--- config.mk ---
export PLATFORM = sky130hd
export DESIGN_NAME = sequence_generator
export DESIGN_NICKNAME = d
export VERILOG_FILES = /design/src/rtl/sequence_generator.sv
export SDC_FILE = /design/constraint.sdc
export NUM_CORES = 1
export LEC_CHECK = 0
export CORE_AREA = 4 4 62 64
export CTS_CLUSTER_SIZE = 14
export DETAILED_ROUTE_END_ITERATION = 6
export DIE_AREA = 0 0 66 68
export HOLD_SLACK_MARGIN = 0.08
export PLACE_DENSITY = 0.61
export REMOVE_ABC_BUFFERS = 1
export SETUP_SLACK_MARGIN = 0.1
export SLEW_MARGIN = 40
export SYNTH_ARGS = -nofsm -noshare
export SYNTH_HDL_FRONTEND = slang
export SYNTH_SLANG_ARGS = --single-unit
--- constraint.sdc ---
create_clock -name clock -period 1.9 [get_ports clock]
set_clock_uncertainty 0.05 [all_clocks]
set_input_delay 0.38 -clock clock [delete_from_list [all_inputs] [get_ports clock]]
set_output_delay 0.38 -clock clock [all_outputs]
set_load 0.005 [all_outputs]
--- src/rtl/sequence_generator.sv ---
// sequence_generator: serial MSB-first pattern transmitter with busy/done handshake.
// Optional seamless repeat mode is enabled by defining SEQGEN_REPEAT_EN.
module sequence_generator #(
    parameter int WIDTH = 8,
    parameter int LEN_W = 4
) (
    input  logic             clock,
    input  logic             reset,
    input  logic             start,
    input  logic [WIDTH-1:0] pattern,
    input  logic [LEN_W-1:0] len,
`ifdef SEQGEN_REPEAT_EN
    // repeat request; named repeat_req because "repeat" is a reserved word
    input  logic             repeat_req,
`endif
    output logic             out,
    output logic             valid,
    output logic             busy,
    output logic             done
);

    typedef enum logic [1:0] {IDLE, SEND, DONE} state_t;

    state_t           state_q, state_d;
    logic [WIDTH-1:0] shift_q, shift_d;
    logic [LEN_W-1:0] cnt_q, cnt_d;
    logic             out_q, out_d;
    logic             valid_q, valid_d;
    logic             busy_q, busy_d;
    logic             done_q, done_d;
    logic [LEN_W-1:0] len_c;
    logic             accept;
`ifdef SEQGEN_REPEAT_EN
    logic [LEN_W-1:0] len_q, len_d;
`endif

    function automatic logic bit_at(input logic [WIDTH-1:0] v, input logic [LEN_W-1:0] i);
        logic [WIDTH-1:0] s;
        s = v >> i;
        return s[0];
    endfunction

    always_comb begin
        len_c   = (len == '0 || len > LEN_W'(WIDTH)) ? LEN_W'(WIDTH) : len;
        // the DONE cycle is the mandatory gap, so a start at its closing edge begins the next transfer
        accept  = start && (state_q != SEND);
        state_d = state_q;
        shift_d = shift_q;
        cnt_d   = cnt_q;
        out_d   = 1'b0;
        valid_d = 1'b0;
        busy_d  = 1'b0;
        done_d  = 1'b0;
`ifdef SEQGEN_REPEAT_EN
        len_d   = len_q;
`endif
        if (accept) begin
            state_d = SEND;
            shift_d = pattern;
            cnt_d   = len_c - 1'b1;
            out_d   = bit_at(pattern, len_c - 1'b1);
            valid_d = 1'b1;
            busy_d  = 1'b1;
`ifdef SEQGEN_REPEAT_EN
            len_d   = len_c;
`endif
        end else if (state_q == SEND) begin
            busy_d = 1'b1;
            if (cnt_q != '0) begin
                cnt_d   = cnt_q - 1'b1;
                out_d   = bit_at(shift_q, cnt_q - 1'b1);
                valid_d = 1'b1;
            end
`ifdef SEQGEN_REPEAT_EN
            else if (repeat_req) begin
                cnt_d   = len_q - 1'b1;
                out_d   = bit_at(shift_q, len_q - 1'b1);
                valid_d = 1'b1;
            end
`endif
            else begin
                state_d = DONE;
                done_d  = 1'b1;
            end
        end else begin
            state_d = IDLE;
        end
    end

    always_ff @(posedge clock or negedge reset) begin
        if (!reset) begin
            state_q <= IDLE;
            shift_q <= '0;
            cnt_q   <= '0;
            out_q   <= 1'b0;
            valid_q <= 1'b0;
            busy_q  <= 1'b0;
            done_q  <= 1'b0;
`ifdef SEQGEN_REPEAT_EN
            len_q   <= '0;
`endif
        end else begin
            state_q <= state_d;
            shift_q <= shift_d;
            cnt_q   <= cnt_d;
            out_q   <= out_d;
            valid_q <= valid_d;
            busy_q  <= busy_d;
            done_q  <= done_d;
`ifdef SEQGEN_REPEAT_EN
            len_q   <= len_d;
`endif
        end
    end

    assign out   = out_q;
    assign valid = valid_q;
    assign busy  = busy_q;
    assign done  = done_q;

endmodule

==> impl_results.html, run 1 <==
<table>
<tr><th>Metric</th><th>Value</th></tr>
<tr><th colspan="2">Run status</th></tr>
<tr><td>Outcome</td><td>finished, final reports clean</td></tr>
<tr><th colspan="2">Yosys</th></tr>
<tr><td>Simple-Gate Fraction of Synth Area</td><td>a little under an eighth</td></tr>
<tr><td>Dominant cell by count in the synthesized netlist</td><td>sky130_fd_sc_hd__dfrtp_1</td></tr>
<tr><td>Post-synth top cells</td><td>sky130_fd_sc_hd__dfrtp_1 (18), sky130_fd_sc_hd__mux2_2 (10), sky130_fd_sc_hd__nor2_1 (7), sky130_fd_sc_hd__inv_1 (6), sky130_fd_sc_hd__o21ai_0 (5)</td></tr>
<tr><td>Largest family of logic cells by synthesized area</td><td>multiplexers</td></tr>
<tr><td>Area share of the largest cell type after synthesis</td><td>between 40 and 50%</td></tr>
<tr><td>Mean post-synth cell area</td><td>11.1 sq um</td></tr>
<tr><td>Most area-hungry cell type in the Yosys netlist</td><td>sky130_fd_sc_hd__dfrtp_1</td></tr>
<tr><td>Most area-consuming cells after synthesis</td><td>sky130_fd_sc_hd__dfrtp_1 (47%), sky130_fd_sc_hd__mux2_2 (12%), sky130_fd_sc_hd__mux4_1 (5.5%), sky130_fd_sc_hd__nor2_1 (2.7%), sky130_fd_sc_hd__xnor2_1 (2.7%)</td></tr>
<tr><td>Fraction of registers with async set/reset</td><td>100%</td></tr>
<tr><td>Xor/xnor share of the synthesized area</td><td>~3.7%</td></tr>
<tr><td>Number of synthesized register bits</td><td>18</td></tr>
<tr><td>Yosys warnings</td><td>0</td></tr>
<tr><td>Proportion of synthesized chip area in sequential cells</td><td>between 40% and 50%</td></tr>
<tr><td>Number of enable flip-flop cells after synthesis</td><td>0</td></tr>
<tr><td>Post-synthesis instance area</td><td>~960 sq um</td></tr>
<tr><td>Compound-Gate Fraction of Synth Area</td><td>13.0%</td></tr>
<tr><td>Gate Count Post-Synth</td><td>between 80 and 90</td></tr>
<tr><td>Dominant synthesized flop cell</td><td>sky130_fd_sc_hd__dfrtp_1</td></tr>
<tr><td>Post-synthesis mux area share</td><td>approximately 19%</td></tr>
<tr><td>Adder-cell share of the synthesized area</td><td>~1.3%</td></tr>
<tr><td>Cell variety after synth</td><td>30</td></tr>
<tr><th colspan="2">Final layout</th></tr>
<tr><td>Final layout net count</td><td>around 130</td></tr>
<tr><td>Diodes inserted</td><td>0</td></tr>
<tr><td>Post-route cell area</td><td>roughly 1300 sq um</td></tr>
<tr><td>Final standard cell utilization of the core</td><td>between 30% and 40%</td></tr>
<tr><td>Layout area overhead</td><td>36.5%</td></tr>
<tr><td>Fraction of final layout cells sized beyond drive strength 1</td><td>25.9%</td></tr>
<tr><th colspan="2">Clock network</th></tr>
<tr><td>Clock tree from TritonCTS</td><td>built</td></tr>
<tr><td>Insertion delay to the later sink of the worst-skew pair</td><td>just under 300 ps</td></tr>
<tr><td>Clock-pin slew of the registers on the worst-case setup and hold paths</td><td>about 100 ps</td></tr>
<tr><td>Htree depth</td><td>1</td></tr>
<tr><td>Cell at the root of the clock tree</td><td>sky130_fd_sc_hd__clkbuf_4</td></tr>
<tr><td>Clk buf depth</td><td>2</td></tr>
<tr><td>TritonCTS buffer count</td><td>3</td></tr>
<tr><td>Number of sinks driven by the clock tree</td><td>18</td></tr>
<tr><th colspan="2">GRT</th></tr>
<tr><td>GRT Resource Usage Total</td><td>roughly 11%</td></tr>
<tr><td>Pin count of the biggest net entering global routing</td><td>19</td></tr>
<tr><td>Antenna violations before repair</td><td>0</td></tr>
<tr><td>First-pass GRT wire length</td><td>3770 um</td></tr>
<tr><td>Total overflow reported by the global router</td><td>0</td></tr>
<tr><td>Via count of the first global-routing pass</td><td>840</td></tr>
<tr><th colspan="2">Hold path</th></tr>
<tr><td>Worst min path class</td><td>primary input to asynchronous set/reset pin</td></tr>
<tr><th colspan="2">Detailed routing</th></tr>
<tr><td>Post-DR vias/cell</td><td>4.73</td></tr>
<tr><td>DRC violation total after the first TritonRoute iteration</td><td>25</td></tr>
<tr><td>Detail-routed net length per standard cell</td><td>~13 um</td></tr>
<tr><td>Wire length reported by the detailed router</td><td>between 2000 and 2500 um</td></tr>
<tr><td>DRT antenna net count</td><td>0</td></tr>
<tr><td>Vias</td><td>766</td></tr>
<tr><td>Drc violations</td><td>0</td></tr>
<tr><td>Initial DRT Pass Iterations</td><td>4</td></tr>
<tr><th colspan="2">Power and ir drop</th></tr>
<tr><td>Total power density per cell area</td><td>approximately 1400 nW/um^2</td></tr>
<tr><td>Logic pwr share</td><td>a little under three fifths</td></tr>
<tr><td>Internal power contribution</td><td>between 1 and 1.5 mW</td></tr>
<tr><td>Part of the power in registers</td><td>a little over a third</td></tr>
<tr><td>Leakage</td><td>0.551 nW</td></tr>
<tr><td>Maximum VDD drop</td><td>approximately 0.6 mV</td></tr>
<tr><td>Net Switching</td><td>roughly 0.63 mW</td></tr>
<tr><td>Part of the total power dissipated in the clock network</td><td>under 10%</td></tr>
<tr><td>Switching part of the total power</td><td>around a third</td></tr>
<tr><th colspan="2">Timing</th></tr>
<tr><td>Worst slew margin relative to its limit</td><td>79.2%</td></tr>
<tr><td>Transition at the pin with the smallest max-transition slack</td><td>310 ps</td></tr>
<tr><td>Clock period minus final worst setup slack</td><td>roughly 1800 ps</td></tr>
<tr><td>Slew Limit Fails</td><td>0</td></tr>
<tr><td>RSZ-0062 raised after global routing</td><td>yes</td></tr>
<tr><td>Summed negative setup slack over all endpoints</td><td>0 ps</td></tr>
<tr><td>Final Hold Vio Count</td><td>0</td></tr>
<tr><td>Fmax achieved</td><td>562 MHz</td></tr>
<tr><td>Final Cycle Share</td><td>93.6%</td></tr>
<tr><td>Crit path setup slack, layout</td><td>about 120 ps</td></tr>
<tr><td>Final setup vio count</td><td>0</td></tr>
<tr><th colspan="2">Worst setup path</th></tr>
<tr><td>Crit Path Category</td><td>flop to flop</td></tr>
<tr><td>Required time worst endpoint</td><td>2030 ps</td></tr>
<tr><td>CP Max Fanout</td><td>3</td></tr>
<tr><td>Data arrival time of the critical path</td><td>1910 ps</td></tr>
<tr><td>Critical path launch point type</td><td>flop</td></tr>
<tr><td>Element type at the critical path end</td><td>flop</td></tr>
<tr><th colspan="2">Floorplan</th></tr>
<tr><td>Area of the core</td><td>3280 sq um</td></tr>
<tr><td>Die Footprint</td><td>4490 sq um</td></tr>
<tr><td>Rows</td><td>21</td></tr>
<tr><td>Y dimension of the die</td><td>68 um</td></tr>
<tr><td>Initial Util</td><td>between 20 and 30%</td></tr>
<tr><td>Top-level I/O count</td><td>19</td></tr>
<tr><td>Width of the die</td><td>around 66 um</td></tr>
<tr><th colspan="2">Placed design</th></tr>
<tr><td>Port Buffer Count</td><td>18</td></tr>
<tr><td>Total placed instance area</td><td>roughly 1300 sq um</td></tr>
<tr><td>Half-perimeter wire length of the detailed placement result</td><td>approximately 1700 um</td></tr>
<tr><td>Last weighted congestion value of the routability-driven placer</td><td>between 0.7 and 0.8</td></tr>
<tr><td>Post-Place Setup Slack</td><td>-28.8 ps</td></tr>
<tr><th colspan="2">Flow run</th></tr>
<tr><td>Number of max-capacitance violations reported</td><td>0</td></tr>
</table>
-- kinds of logic (layout without fill, tap and decap cells) --
kind of cell	Yosys count	count (layout)
flip-flops	18	18
AND/OR/NAND/NOR	22	22
AO/OA/AOI/OAI	18	18
multiplexers	14	14
buffers and inverters	9	39
adder cells (fa/ha/maj)	1	1
XOR/XNOR	4	4
-- per-layer routing --
layer  up-vias  global-route usage (%)  part of all wire [%]
met5         -                       0                     0
met2        25                    18.9                    48
met3         4                    2.46                   5.1
met4         0                    3.81                  0.88
met1       368                    13.4                    46
li1        369                       -                     -
-- final cells by class --
class / count / area (sq um)
fill: 329 / 1980
multi-input combinational: 59 / 478
sequential: 18 / 450
timing repair buffer: 30 / 274
tap: 46 / 57.6
clock buffer: 3 / 22.5
inverter: 6 / 22.5
-- worst paths after layout --
check                      cells past startpoint  startpoint          to  slack, ps
max                                            5    cnt_q[0]         out        120
min                                            2       reset  state_q[0]        360
max reg2reg                                    5    cnt_q[0]         out        120
min reg2reg                                    1  shift_q[0]  shift_q[0]        480
max in group asynchronous                      2       reset  shift_q[3]       1250
min in group clock                             1  shift_q[0]  shift_q[0]        480
-- layout by cell type, fill, tap and decap left out --
cell type | netlist | routed
sky130_fd_sc_hd__dfrtp_1 | 18 | 18
sky130_fd_sc_hd__clkdlybuf4s50_1 | 0 | 18
sky130_fd_sc_hd__buf_4 | 0 | 11
sky130_fd_sc_hd__mux2_2 | 10 | 9
sky130_fd_sc_hd__nor2_1 | 7 | 7
sky130_fd_sc_hd__inv_1 | 6 | 5
sky130_fd_sc_hd__o21ai_0 | 5 | 5
sky130_fd_sc_hd__nand2b_1 | 3 | 3
sky130_fd_sc_hd__nor3_1 | 3 | 3
sky130_fd_sc_hd__nand2_1 | 3 | 3
sky130_fd_sc_hd__xnor2_1 | 3 | 3
sky130_fd_sc_hd__a21oi_1 | 3 | 3
sky130_fd_sc_hd__clkbuf_4 | 0 | 3
sky130_fd_sc_hd__nor2b_1 | 2 | 2
sky130_fd_sc_hd__mux2i_1 | 2 | 2
sky130_fd_sc_hd__and3b_1 | 2 | 2
sky130_fd_sc_hd__mux4_2 | 0 | 2
sky130_fd_sc_hd__inv_2 | 0 | 1
sky130_fd_sc_hd__a211oi_1 | 1 | 1
sky130_fd_sc_hd__o22ai_1 | 1 | 1
sky130_fd_sc_hd__o21ba_2 | 1 | 1
sky130_fd_sc_hd__mux2_4 | 0 | 1
sky130_fd_sc_hd__and2_1 | 1 | 1
sky130_fd_sc_hd__o2bb2ai_1 | 1 | 1
sky130_fd_sc_hd__nand3_1 | 1 | 1
sky130_fd_sc_hd__a221oi_1 | 1 | 1
sky130_fd_sc_hd__a221o_1 | 1 | 1
sky130_fd_sc_hd__xor2_1 | 1 | 1
sky130_fd_sc_hd__o21bai_1 | 1 | 1
sky130_fd_sc_hd__o311ai_0 | 1 | 1
sky130_fd_sc_hd__o211ai_1 | 1 | 1
sky130_fd_sc_hd__o221ai_1 | 1 | 1
sky130_fd_sc_hd__ha_4 | 0 | 1
sky130_fd_sc_hd__buf_6 | 0 | 1
-- through the flow --
step                hold slack (ps)  total power, mW  std cells
floorplan                      34.4             1.24         83
global placement                433             1.57        158
detailed placement              443             1.60        158
CTS                             360             1.88        161
global route                    371             2.03        162
finish                          356             1.89        162
-- registers in the layout, indices dropped and copies added (netlist names) --
signal	flops
done	1
out	1
state_q	2
cnt_q	4
busy	1
valid	1
shift_q	8
-- power groups by stage --
stage	logic, mW	registers (mW)	clock network (mW)
after CTS	1.02	0.669	0.191
after floorplan	0.596	0.647	0
after detailed placement	0.929	0.668	0
after global routing	1.14	0.688	0.207
final	1.04	0.664	0.185
after global placement	0.911	0.659	0
-- timing repair --
| action | 4_1_cts | 5_1_grt |
|---|---|---|
| gates resized for setup | 6 | 0 |
| endpoints found under the setup margin | 1 | 1 |
| buffers inserted | 0 | 1 |
| hold buffers | 0 | 0 |
| pin swaps | 2 | 1 |
| gates cloned | 0 | 0 |
-- worst max-delay path: stages, from the launching register on --
cell and delay, ps:
sky130_fd_sc_hd__dfrtp_1 420, sky130_fd_sc_hd__inv_2 70, sky130_fd_sc_hd__ha_4 280, sky130_fd_sc_hd__mux4_2 300, sky130_fd_sc_hd__mux2_4 270, sky130_fd_sc_hd__a221o_1 280
Power figures use the tool's default switching activity.
==> inputs of run 2 (changes only) <==
Settings changed: CORE_AREA 4 4 62 64 to 4 4 52 54, DIE_AREA 0 0 66 68 to 0 0 56 58, PLACE_DENSITY 0.61 to 0.79, REMOVE_ABC_BUFFERS 1 to unset.
==> run 2 against run 1 <==
Compared with the run above: worst hold slack lost 11 ps; critical path depth did not move; clock power is 3% higher; final area shrank 2.3%; maximum frequency rose by 0.22%; clock-buffer cell count unchanged; power decreased by 2.3%; non-clock buffer count fell by 1.
==> impl_results.html, run 2 (same netlist as run 1, synthesis figures left out) <==
<table>
<tr><th>Metric</th><th>Value</th></tr>
<tr><th colspan="2">Power and ir drop</th></tr>
<tr><td>Switching part of the total power</td><td>33.2% (about the same)</td></tr>
<tr><td>Post-layout total power</td><td>1.84 mW (was 1.89 mW)</td></tr>
<tr><td>Maximum VDD drop</td><td>0.927 mV (was 0.593 mV)</td></tr>
<tr><td>Internal power contribution</td><td>1.23 mW (was 1.26 mW)</td></tr>
<tr><td>Logic pwr share</td><td>53.0% (was 55.0%)</td></tr>
<tr><td>Net Switching</td><td>0.612 mW (was 0.627 mW)</td></tr>
<tr><td>Total power density per cell area</td><td>1450 nW/um^2 (about the same)</td></tr>
<tr><td>Part of the power in registers</td><td>36.7% (was 35.2%)</td></tr>
<tr><td>Leakage</td><td>0.547 nW (was 0.551 nW)</td></tr>
<tr><td>Part of the total power dissipated in the clock network</td><td>10.3% (was 9.8%)</td></tr>
<tr><th colspan="2">Detailed routing</th></tr>
<tr><td>Initial DRT Pass Iterations</td><td>4 (unchanged)</td></tr>
<tr><td>DRC violation total after the first TritonRoute iteration</td><td>20 (was 25)</td></tr>
<tr><td>Post-DR vias/cell</td><td>5.41 (was 4.73)</td></tr>
<tr><td>Vias</td><td>774 (was 766)</td></tr>
<tr><td>Detail-routed net length per standard cell</td><td>13.8 um (was 13.3 um)</td></tr>
<tr><td>DRT antenna net count</td><td>0 (unchanged)</td></tr>
<tr><td>Drc violations</td><td>0 (unchanged)</td></tr>
<tr><td>Wire length reported by the detailed router</td><td>1970 um (was 2150 um)</td></tr>
<tr><th colspan="2">Timing</th></tr>
<tr><td>RSZ-0062 raised after global routing</td><td>yes (unchanged)</td></tr>
<tr><td>Final Hold Vio Count</td><td>0 (unchanged)</td></tr>
<tr><td>Clock period minus final worst setup slack</td><td>1770 ps (was 1780 ps)</td></tr>
<tr><td>Worst slew margin relative to its limit</td><td>76.9% (was 79.2%)</td></tr>
<tr><td>Final setup vio count</td><td>0 (unchanged)</td></tr>
<tr><td>Slew Limit Fails</td><td>0 (unchanged)</td></tr>
<tr><td>Transition at the pin with the smallest max-transition slack</td><td>344 ps (was 310 ps)</td></tr>
<tr><td>Final Cycle Share</td><td>93.4% (was 93.6%)</td></tr>
<tr><td>Fmax achieved</td><td>563 MHz (was 562 MHz)</td></tr>
<tr><td>Summed negative setup slack over all endpoints</td><td>0 ps (unchanged)</td></tr>
<tr><th colspan="2">Worst setup path</th></tr>
<tr><td>Setup slack of the worst register-to-register path</td><td>130 ps (was 120 ps)</td></tr>
<tr><td>Number of cells traversed by the worst register-to-register path</td><td>5 (unchanged)</td></tr>
<tr><td>Required time worst endpoint</td><td>2040 ps (was 2030 ps)</td></tr>
<tr><td>Data arrival time of the critical path</td><td>1910 ps (about the same)</td></tr>
<tr><td>Crit Path Category</td><td>flop to flop (unchanged)</td></tr>
<tr><td>Element type at the critical path end</td><td>flop (unchanged)</td></tr>
<tr><td>Critical path launch point type</td><td>flop (unchanged)</td></tr>
<tr><td>Reg-to-reg endpoint</td><td>out (unchanged)</td></tr>
<tr><td>Launching point of the worst reg2reg path</td><td>cnt_q[0] (unchanged)</td></tr>
<tr><td>CP Max Fanout</td><td>4 (was 3)</td></tr>
<tr><th colspan="2">Final layout</th></tr>
<tr><td>Largest regs</td><td>shift_q: 8 flops, cnt_q: 4 flops, state_q: 2 flops (unchanged)</td></tr>
<tr><td>Fraction of final layout cells sized beyond drive strength 1</td><td>25.2% (was 25.9%)</td></tr>
<tr><td>Final layout net count</td><td>133 (was 134)</td></tr>
<tr><td>Layout area overhead</td><td>33.4% (was 36.5%)</td></tr>
<tr><td>Largest register FFs</td><td>8 (unchanged)</td></tr>
<tr><td>Most frequent cells in the layout</td><td>sky130_fd_sc_hd__dfrtp_1 (18), sky130_fd_sc_hd__clkdlybuf4s50_1 (18), sky130_fd_sc_hd__buf_4 (11) (unchanged)</td></tr>
<tr><td>Fin cells</td><td>143 (was 162)</td></tr>
<tr><td>Diodes inserted</td><td>0 (unchanged)</td></tr>
<tr><td>Register with the most flip-flops</td><td>shift_q (unchanged)</td></tr>
<tr><th colspan="2">Clock network</th></tr>
<tr><td>Clock tree from TritonCTS</td><td>built (unchanged)</td></tr>
<tr><td>Clock-pin slew of the registers on the worst-case setup and hold paths</td><td>100 ps (about the same)</td></tr>
<tr><td>TritonCTS buffer count</td><td>3 (unchanged)</td></tr>
<tr><td>Clk buf depth</td><td>2 (unchanged)</td></tr>
<tr><td>Post-CTS Hold Fix Bufs</td><td>0 (unchanged)</td></tr>
<tr><td>Number of sinks driven by the clock tree</td><td>18 (unchanged)</td></tr>
<tr><td>Htree depth</td><td>1 (unchanged)</td></tr>
<tr><td>Cell at the root of the clock tree</td><td>sky130_fd_sc_hd__clkbuf_4 (unchanged)</td></tr>
<tr><td>Insertion delay to the later sink of the worst-skew pair</td><td>290 ps (about the same)</td></tr>
<tr><th colspan="2">Placed design</th></tr>
<tr><td>Half-perimeter wire length of the detailed placement result</td><td>1620 um (was 1720 um)</td></tr>
<tr><td>Port Buffer Count</td><td>18 (unchanged)</td></tr>
<tr><td>Last weighted congestion value of the routability-driven placer</td><td>0.798 (was 0.754)</td></tr>
<tr><td>DP Cell Count</td><td>138 (was 158)</td></tr>
<tr><th colspan="2">GRT</th></tr>
<tr><td>GRT Resource Usage Total</td><td>13.6% (was 10.9%)</td></tr>
<tr><td>Via count of the first global-routing pass</td><td>778 (was 840)</td></tr>
<tr><td>Antenna violations before repair</td><td>0 (unchanged)</td></tr>
<tr><td>Pin count of the biggest net entering global routing</td><td>19 (unchanged)</td></tr>
<tr><td>Total overflow reported by the global router</td><td>0 (unchanged)</td></tr>
<tr><td>First-pass GRT wire length</td><td>3400 um (was 3770 um)</td></tr>
<tr><th colspan="2">Run status</th></tr>
<tr><td>Outcome</td><td>finished, final reports clean (unchanged)</td></tr>
<tr><th colspan="2">Yosys</th></tr>
<tr><td>Post-Syn Nets</td><td>102</td></tr>
<tr><th colspan="2">Floorplan</th></tr>
<tr><td>Initial Util</td><td>43.2% (was 29.1%)</td></tr>
<tr><td>Y dimension of the die</td><td>58 um (was 68 um)</td></tr>
<tr><td>Die Footprint</td><td>3250 sq um (was 4490 sq um)</td></tr>
<tr><td>Rows</td><td>17 (was 21)</td></tr>
<tr><td>Width of the die</td><td>56 um (was 66 um)</td></tr>
<tr><td>Top-level I/O count</td><td>19 (unchanged)</td></tr>
<tr><td>Area of the core</td><td>2210 sq um (was 3280 sq um)</td></tr>
<tr><th colspan="2">Flow run</th></tr>
<tr><td>Number of max-capacitance violations reported</td><td>0 (unchanged)</td></tr>
<tr><th colspan="2">Hold path</th></tr>
<tr><td>Worst min path class</td><td>primary input to asynchronous set/reset pin (unchanged)</td></tr>
</table>
-- run 2: cell count changes in the layout (fill, tap and decap cells not counted) --
cell | previous run | this run
sky130_fd_sc_hd__buf_6 | 1 | 0
sky130_fd_sc_hd__inv_1 | 5 | 4
sky130_fd_sc_hd__inv_2 | 1 | 2
sky130_fd_sc_hd__mux4_1 | 0 | 1
sky130_fd_sc_hd__mux4_2 | 2 | 1
-- run 2: worst max path at each step --
stage                        start  endpoint  slack (ps)  depth (start not counted)
after floorplan           cnt_q[0]       out         130                          5
after global placement      len[0]       out         -10                          5
after detailed placement    len[0]       out         -60                          5
after CTS                 cnt_q[0]       out         110                          4
after global routing      cnt_q[0]       out          80                          5
final                     cnt_q[0]       out         130                          5
-- run 2: metal layers --
layer | track usage [%] | routed length, um | vias up
met4 | 4.07 | 23 | 0
met3 | 4.68 | 140 | 3
met1 | 14.8 | 765 | 378
met2 | 24.9 | 1040 | 24
met5 | 0 | 0 | -
li1 | - | - | 369
-- run 2: power by group through the flow --
stage / Combinational [mW] / Sequential, mW / Clock, mW
2_1_floorplan: 0.612 / 0.647 / 0
3_3_place_gp: 0.844 / 0.671 / 0
3_5_place_dp: 0.877 / 0.680 / 0
4_1_cts: 0.961 / 0.669 / 0.198
5_1_grt: 1.07 / 0.698 / 0.220
6_report: 0.978 / 0.676 / 0.190
-- run 2: final cells by class --
type / instances / area (sq um)
Fill cell: 198 / 937
Multi-Input combinational cell: 59 / 482
Sequential cell: 18 / 450
Timing Repair Buffer: 29 / 263
Tap cell: 28 / 35.0
Clock buffer: 3 / 22.5
Inverter: 6 / 22.5
-- run 2: repair_timing --
item	in CTS	in global routing
setup buffers	1	1
endpoints found under the hold margin	0	0
gates resized for setup	2	3
endpoints found under the setup margin	1	1
pin swaps	1	0
gates cloned	0	0
-- run 2: critical path, stage by stage, from the launching register on --
cell	delay, ps
sky130_fd_sc_hd__dfrtp_1	430
sky130_fd_sc_hd__inv_2	80
sky130_fd_sc_hd__ha_4	270
sky130_fd_sc_hd__mux4_2	270
sky130_fd_sc_hd__mux2_4	280
sky130_fd_sc_hd__a221o_1	290
-- run 2: through the flow --
stage | utilization (%) | instance area [sq um] | setup WS (ps) | hold WS, ps
floorplan | - | 956 | 131 | 34.4
global placement | 55.4 | 1220 | -13.9 | 437
detailed placement | 55.4 | 1220 | -60.3 | 439
CTS | 57.5 | 1270 | 108 | 342
global route | 57.6 | 1270 | 80.8 | 350
finish | 57.6 | 1270 | 125 | 345
==> inputs of run 3 (changes only) <==
Settings changed: ABC_AREA set to 1, CORE_AREA 4 4 52 54 to 4 4 51 53, CTS_BUF_LIST set to sky130_fd_sc_hd__clkbuf_4, DIE_AREA 0 0 56 58 to 0 0 55 57, PLACE_DENSITY 0.79 to 0.84.
==> run 3 against run 2 <==
Compared with the run above: clock power about the same; final area fell by 3.6%; first-iteration DRC count is 40% higher; sequential power is 4.0% lower; largest cell class unchanged; largest power group unchanged; highest routed layer unchanged.
==> impl_results.html, run 3 <==
<table>
<tr><th>Metric</th><th>Value</th></tr>
<tr><th colspan="2">Yosys</th></tr>
<tr><td>Most area-hungry cell type in the Yosys netlist</td><td>sky130_fd_sc_hd__dfrtp_1 (unchanged)</td></tr>
<tr><td>Cell variety after synth</td><td>16 (was 30)</td></tr>
<tr><td>Yosys warnings</td><td>0 (unchanged)</td></tr>
<tr><td>Most area-consuming cells after synthesis</td><td>sky130_fd_sc_hd__dfrtp_1 (46%), sky130_fd_sc_hd__nand2_1 (19%), sky130_fd_sc_hd__nand3_1 (6.1%), sky130_fd_sc_hd__nor2_1 (5.3%), sky130_fd_sc_hd__inv_1 (4.9%) (was sky130_fd_sc_hd__dfrtp_1 (47%), sky130_fd_sc_hd__mux2_2 (12%), sky130_fd_sc_hd__mux4_1 (5.5%), sky130_fd_sc_hd__nor2_1 (2.7%), sky130_fd_sc_hd__xnor2_1 (2.7%))</td></tr>
<tr><td>Proportion of synthesized chip area in sequential cells</td><td>45.6% (was 47.1%)</td></tr>
<tr><td>Post-synth top cells</td><td>sky130_fd_sc_hd__nand2_1 (51), sky130_fd_sc_hd__dfrtp_1 (18), sky130_fd_sc_hd__nor2_1 (14), sky130_fd_sc_hd__inv_1 (13), sky130_fd_sc_hd__nand3_1 (12) (was sky130_fd_sc_hd__dfrtp_1 (18), sky130_fd_sc_hd__mux2_2 (10), sky130_fd_sc_hd__nor2_1 (7), sky130_fd_sc_hd__inv_1 (6), sky130_fd_sc_hd__o21ai_0 (5))</td></tr>
<tr><td>Dominant cell by count in the synthesized netlist</td><td>sky130_fd_sc_hd__nand2_1 (was sky130_fd_sc_hd__dfrtp_1)</td></tr>
<tr><td>Dominant synthesized flop cell</td><td>sky130_fd_sc_hd__dfrtp_1 (unchanged)</td></tr>
<tr><td>Area share of the largest cell type after synthesis</td><td>45.6% (was 47.1%)</td></tr>
<tr><td>Mean post-synth cell area</td><td>7.16 sq um (was 11.1 sq um)</td></tr>
<tr><td>Number of synthesized register bits</td><td>18 (unchanged)</td></tr>
<tr><td>Number of enable flip-flop cells after synthesis</td><td>0 (unchanged)</td></tr>
<tr><td>Gate Count Post-Synth</td><td>138 (was 86)</td></tr>
<tr><td>Fraction of registers with async set/reset</td><td>100% (unchanged)</td></tr>
<tr><td>Post-Syn Nets</td><td>154 (was 102)</td></tr>
<tr><td>Post-synthesis instance area</td><td>988 sq um (was 956 sq um)</td></tr>
<tr><th colspan="2">GRT</th></tr>
<tr><td>GRT Resource Usage Total</td><td>15.2% (was 13.6%)</td></tr>
<tr><td>Pin count of the biggest net entering global routing</td><td>19 (unchanged)</td></tr>
<tr><td>Via count of the first global-routing pass</td><td>899 (was 778)</td></tr>
<tr><td>Antenna violations before repair</td><td>0 (unchanged)</td></tr>
<tr><td>Total overflow reported by the global router</td><td>0 (unchanged)</td></tr>
<tr><td>First-pass GRT wire length</td><td>3550 um (was 3400 um)</td></tr>
<tr><th colspan="2">Run status</th></tr>
<tr><td>Outcome</td><td>finished, final reports clean (unchanged)</td></tr>
<tr><th colspan="2">Power and ir drop</th></tr>
<tr><td>Leakage</td><td>0.632 nW (was 0.547 nW)</td></tr>
<tr><td>Maximum VDD drop</td><td>0.693 mV (was 0.927 mV)</td></tr>
<tr><td>Total power density per cell area</td><td>1400 nW/um^2 (was 1450 nW/um^2)</td></tr>
<tr><th colspan="2">Worst setup path</th></tr>
<tr><td>Required time worst endpoint</td><td>1470 ps (was 2040 ps)</td></tr>
<tr><td>Element type at the critical path end</td><td>primary output (was flop)</td></tr>
<tr><td>Cells along the critical path</td><td>clkdlybuf4s50_1 (was inv_2, ha_4, mux4_2, mux2_4, a221o_1)</td></tr>
<tr><td>Logic depth of the worst path, buffers included</td><td>1 (was 5)</td></tr>
<tr><td>CP max-delay cell</td><td>sky130_fd_sc_hd__clkdlybuf4s50_1 (was sky130_fd_sc_hd__dfrtp_1)</td></tr>
<tr><td>Critical path launch point type</td><td>flop (unchanged)</td></tr>
<tr><td>Crit Path Category</td><td>flop to primary output (was flop to flop)</td></tr>
<tr><td>Reg-to-reg endpoint</td><td>out (unchanged)</td></tr>
<tr><td>CP Max Fanout</td><td>1 (was 4)</td></tr>
<tr><td>Number of cells traversed by the worst register-to-register path</td><td>6 (was 5)</td></tr>
<tr><td>CP top delay family</td><td>buffers and inverters (was multiplexers)</td></tr>
<tr><td>Count of buffering cells on the critical path with inverters included</td><td>1 (unchanged)</td></tr>
<tr><td>Data arrival time of the critical path</td><td>1110 ps (was 1910 ps)</td></tr>
<tr><td>Launching point of the worst reg2reg path</td><td>cnt_q[0] (unchanged)</td></tr>
<tr><td>Setup slack of the worst register-to-register path</td><td>370 ps (was 130 ps)</td></tr>
<tr><td>Critical path's largest stage delay</td><td>490 ps (was 430 ps)</td></tr>
<tr><th colspan="2">Placed design</th></tr>
<tr><td>Port Buffer Count</td><td>18 (unchanged)</td></tr>
<tr><td>Total placed instance area</td><td>1200 sq um (was 1220 sq um)</td></tr>
<tr><td>Post-Place Setup Slack</td><td>237 ps (was -60.3 ps)</td></tr>
<tr><td>Half-perimeter wire length of the detailed placement result</td><td>1620 um (about the same)</td></tr>
<tr><td>Last weighted congestion value of the routability-driven placer</td><td>0.930 (was 0.798)</td></tr>
<tr><th colspan="2">Final layout</th></tr>
<tr><td>Fraction of final layout cells sized beyond drive strength 1</td><td>11.3% (was 25.2%)</td></tr>
<tr><td>Largest regs</td><td>shift_q: 8 flops, cnt_q: 4 flops, state_q: 2 flops (unchanged)</td></tr>
<tr><td>Most frequent cells in the layout</td><td>sky130_fd_sc_hd__nand2_1 (51), sky130_fd_sc_hd__dfrtp_1 (18), sky130_fd_sc_hd__clkdlybuf4s50_1 (18) (was sky130_fd_sc_hd__dfrtp_1 (18), sky130_fd_sc_hd__clkdlybuf4s50_1 (18), sky130_fd_sc_hd__buf_4 (11))</td></tr>
<tr><td>Layout area overhead</td><td>24.3% (was 33.4%)</td></tr>
<tr><td>Most common cell after layout, fill and taps aside</td><td>sky130_fd_sc_hd__nand2_1</td></tr>
<tr><td>Diodes inserted</td><td>0 (unchanged)</td></tr>
<tr><td>Final layout net count</td><td>177 (was 133)</td></tr>
<tr><td>Post-route cell area</td><td>1230 sq um (was 1270 sq um)</td></tr>
<tr><td>Count of fill cells added during filler insertion</td><td>220 (was 198)</td></tr>
<tr><td>Largest register FFs</td><td>8 (unchanged)</td></tr>
<tr><td>Register with the most flip-flops</td><td>shift_q (unchanged)</td></tr>
<tr><td>Reg area</td><td>450 sq um (unchanged)</td></tr>
<tr><td>Area used by multi-input combinational logic</td><td>454 sq um (was 482 sq um)</td></tr>
<tr><th colspan="2">Clock network</th></tr>
<tr><td>PostCTS Resize Cnt</td><td>0 (was 2)</td></tr>
<tr><td>Post-CTS Hold Fix Bufs</td><td>0 (unchanged)</td></tr>
<tr><td>Clock-pin slew of the registers on the worst-case setup and hold paths</td><td>100 ps (about the same)</td></tr>
<tr><td>Htree depth</td><td>1 (unchanged)</td></tr>
<tr><td>TritonCTS buffer count</td><td>3 (unchanged)</td></tr>
<tr><td>Clock tree from TritonCTS</td><td>built (unchanged)</td></tr>
<tr><td>Number of sinks driven by the clock tree</td><td>18 (unchanged)</td></tr>
<tr><td>Post-CTS Repair Setup Buffers</td><td>0 (was 1)</td></tr>
<tr><td>Clk buf depth</td><td>2 (unchanged)</td></tr>
<tr><td>Cell at the root of the clock tree</td><td>sky130_fd_sc_hd__clkbuf_4 (unchanged)</td></tr>
<tr><td>Insertion delay to the later sink of the worst-skew pair</td><td>290 ps (about the same)</td></tr>
<tr><th colspan="2">Detailed routing</th></tr>
<tr><td>Detail-routed net length per standard cell</td><td>10.7 um (was 13.8 um)</td></tr>
<tr><td>DRC violation total after the first TritonRoute iteration</td><td>28 (was 20)</td></tr>
<tr><td>Vias</td><td>930 (was 774)</td></tr>
<tr><td>Post-DR vias/cell</td><td>4.95 (was 5.41)</td></tr>
<tr><td>DRT antenna net count</td><td>0 (unchanged)</td></tr>
<tr><td>Wire length reported by the detailed router</td><td>2010 um (was 1970 um)</td></tr>
<tr><td>Initial DRT Pass Iterations</td><td>5 (was 4)</td></tr>
<tr><td>Drc violations</td><td>0 (unchanged)</td></tr>
<tr><th colspan="2">Floorplan</th></tr>
<tr><td>Width of the die</td><td>55 um (was 56 um)</td></tr>
<tr><td>Area of the core</td><td>2150 sq um (was 2210 sq um)</td></tr>
<tr><td>Die Footprint</td><td>3140 sq um (was 3250 sq um)</td></tr>
<tr><td>Rows</td><td>17 (unchanged)</td></tr>
<tr><td>Initial Util</td><td>46.0% (was 43.2%)</td></tr>
<tr><td>Y dimension of the die</td><td>57 um (was 58 um)</td></tr>
<tr><td>Top-level I/O count</td><td>19 (unchanged)</td></tr>
<tr><th colspan="2">Hold path</th></tr>
<tr><td>Worst min path class</td><td>primary input to asynchronous set/reset pin (unchanged)</td></tr>
<tr><th colspan="2">Timing</th></tr>
<tr><td>Fmax achieved</td><td>649 MHz (was 563 MHz)</td></tr>
<tr><td>Final setup vio count</td><td>0 (unchanged)</td></tr>
<tr><td>Final Cycle Share</td><td>81.1% (was 93.4%)</td></tr>
<tr><td>Worst slew margin relative to its limit</td><td>83.6% (was 76.9%)</td></tr>
<tr><td>Slew Limit Fails</td><td>0 (unchanged)</td></tr>
<tr><td>Final Hold Vio Count</td><td>0 (unchanged)</td></tr>
<tr><td>Summed negative setup slack over all endpoints</td><td>0 ps (unchanged)</td></tr>
<tr><td>Crit path setup slack, layout</td><td>360 ps (was 125 ps)</td></tr>
<tr><td>Clock period minus final worst setup slack</td><td>1540 ps (was 1770 ps)</td></tr>
<tr><td>RSZ-0062 raised after global routing</td><td>no (was yes)</td></tr>
<tr><td>Transition at the pin with the smallest max-transition slack</td><td>246 ps (was 344 ps)</td></tr>
<tr><th colspan="2">Flow run</th></tr>
<tr><td>Number of max-capacitance violations reported</td><td>0 (unchanged)</td></tr>
</table>
-- run 3: worst max-delay path by stage --
stage / startpoint / to
after global placement: len[0] / out
after global routing: cnt_q[0] / out
after detailed placement: len[3] / out
after CTS: out / out
after floorplan: cnt_q[0] / out
final: out / out
-- run 3: logic make-up after synthesis --
logic type                 after synthesis  share of synthesized area (%)
buffers and inverters                   20                           8.48
AOI/OAI and AO/OA                       13                           6.58
and+or+nand+nor                         85                           37.2
DFF                                     18                           45.6
xor gates and xnor gates                 1                          0.886
adders and majority gates                1                           1.27
-- run 3: final cells by class --
class	instances	area share [%]
Tap cell	28	2.85
Sequential cell	18	36.7
Inverter	18	5.50
Clock buffer	3	1.83
Multi-Input combinational cell	100	37.0
Clock inverter	1	0.305
Timing Repair Buffer	20	15.9
-- run 3: power by group --
group          total [mW]  leakage, nW  internal (mW)  switching, mW
registers           0.649        0.219          0.557         0.0914
clock network       0.189       0.0154         0.0764          0.112
logic               0.887        0.397          0.363          0.524
total                1.72        0.632          0.997          0.728
-- run 3: routing by layer --
layer  track usage [%]  part of all wire [%]
met1              17.7                    39
met2              26.2                    52
met3              3.92                   7.7
met4              5.21                   1.5
met5                 0                     0
-- run 3: stage by stage --
step                power [mW]  util, %  std cells  hold slack (ps)
finish                    1.72     57.2        188              360
global route              1.91     57.2        188              379
CTS                       1.74     57.2        188              370
floorplan                 1.30        -        138             34.4
global placement          1.51     56.0        184              406
detailed placement        1.55     56.0        184              422
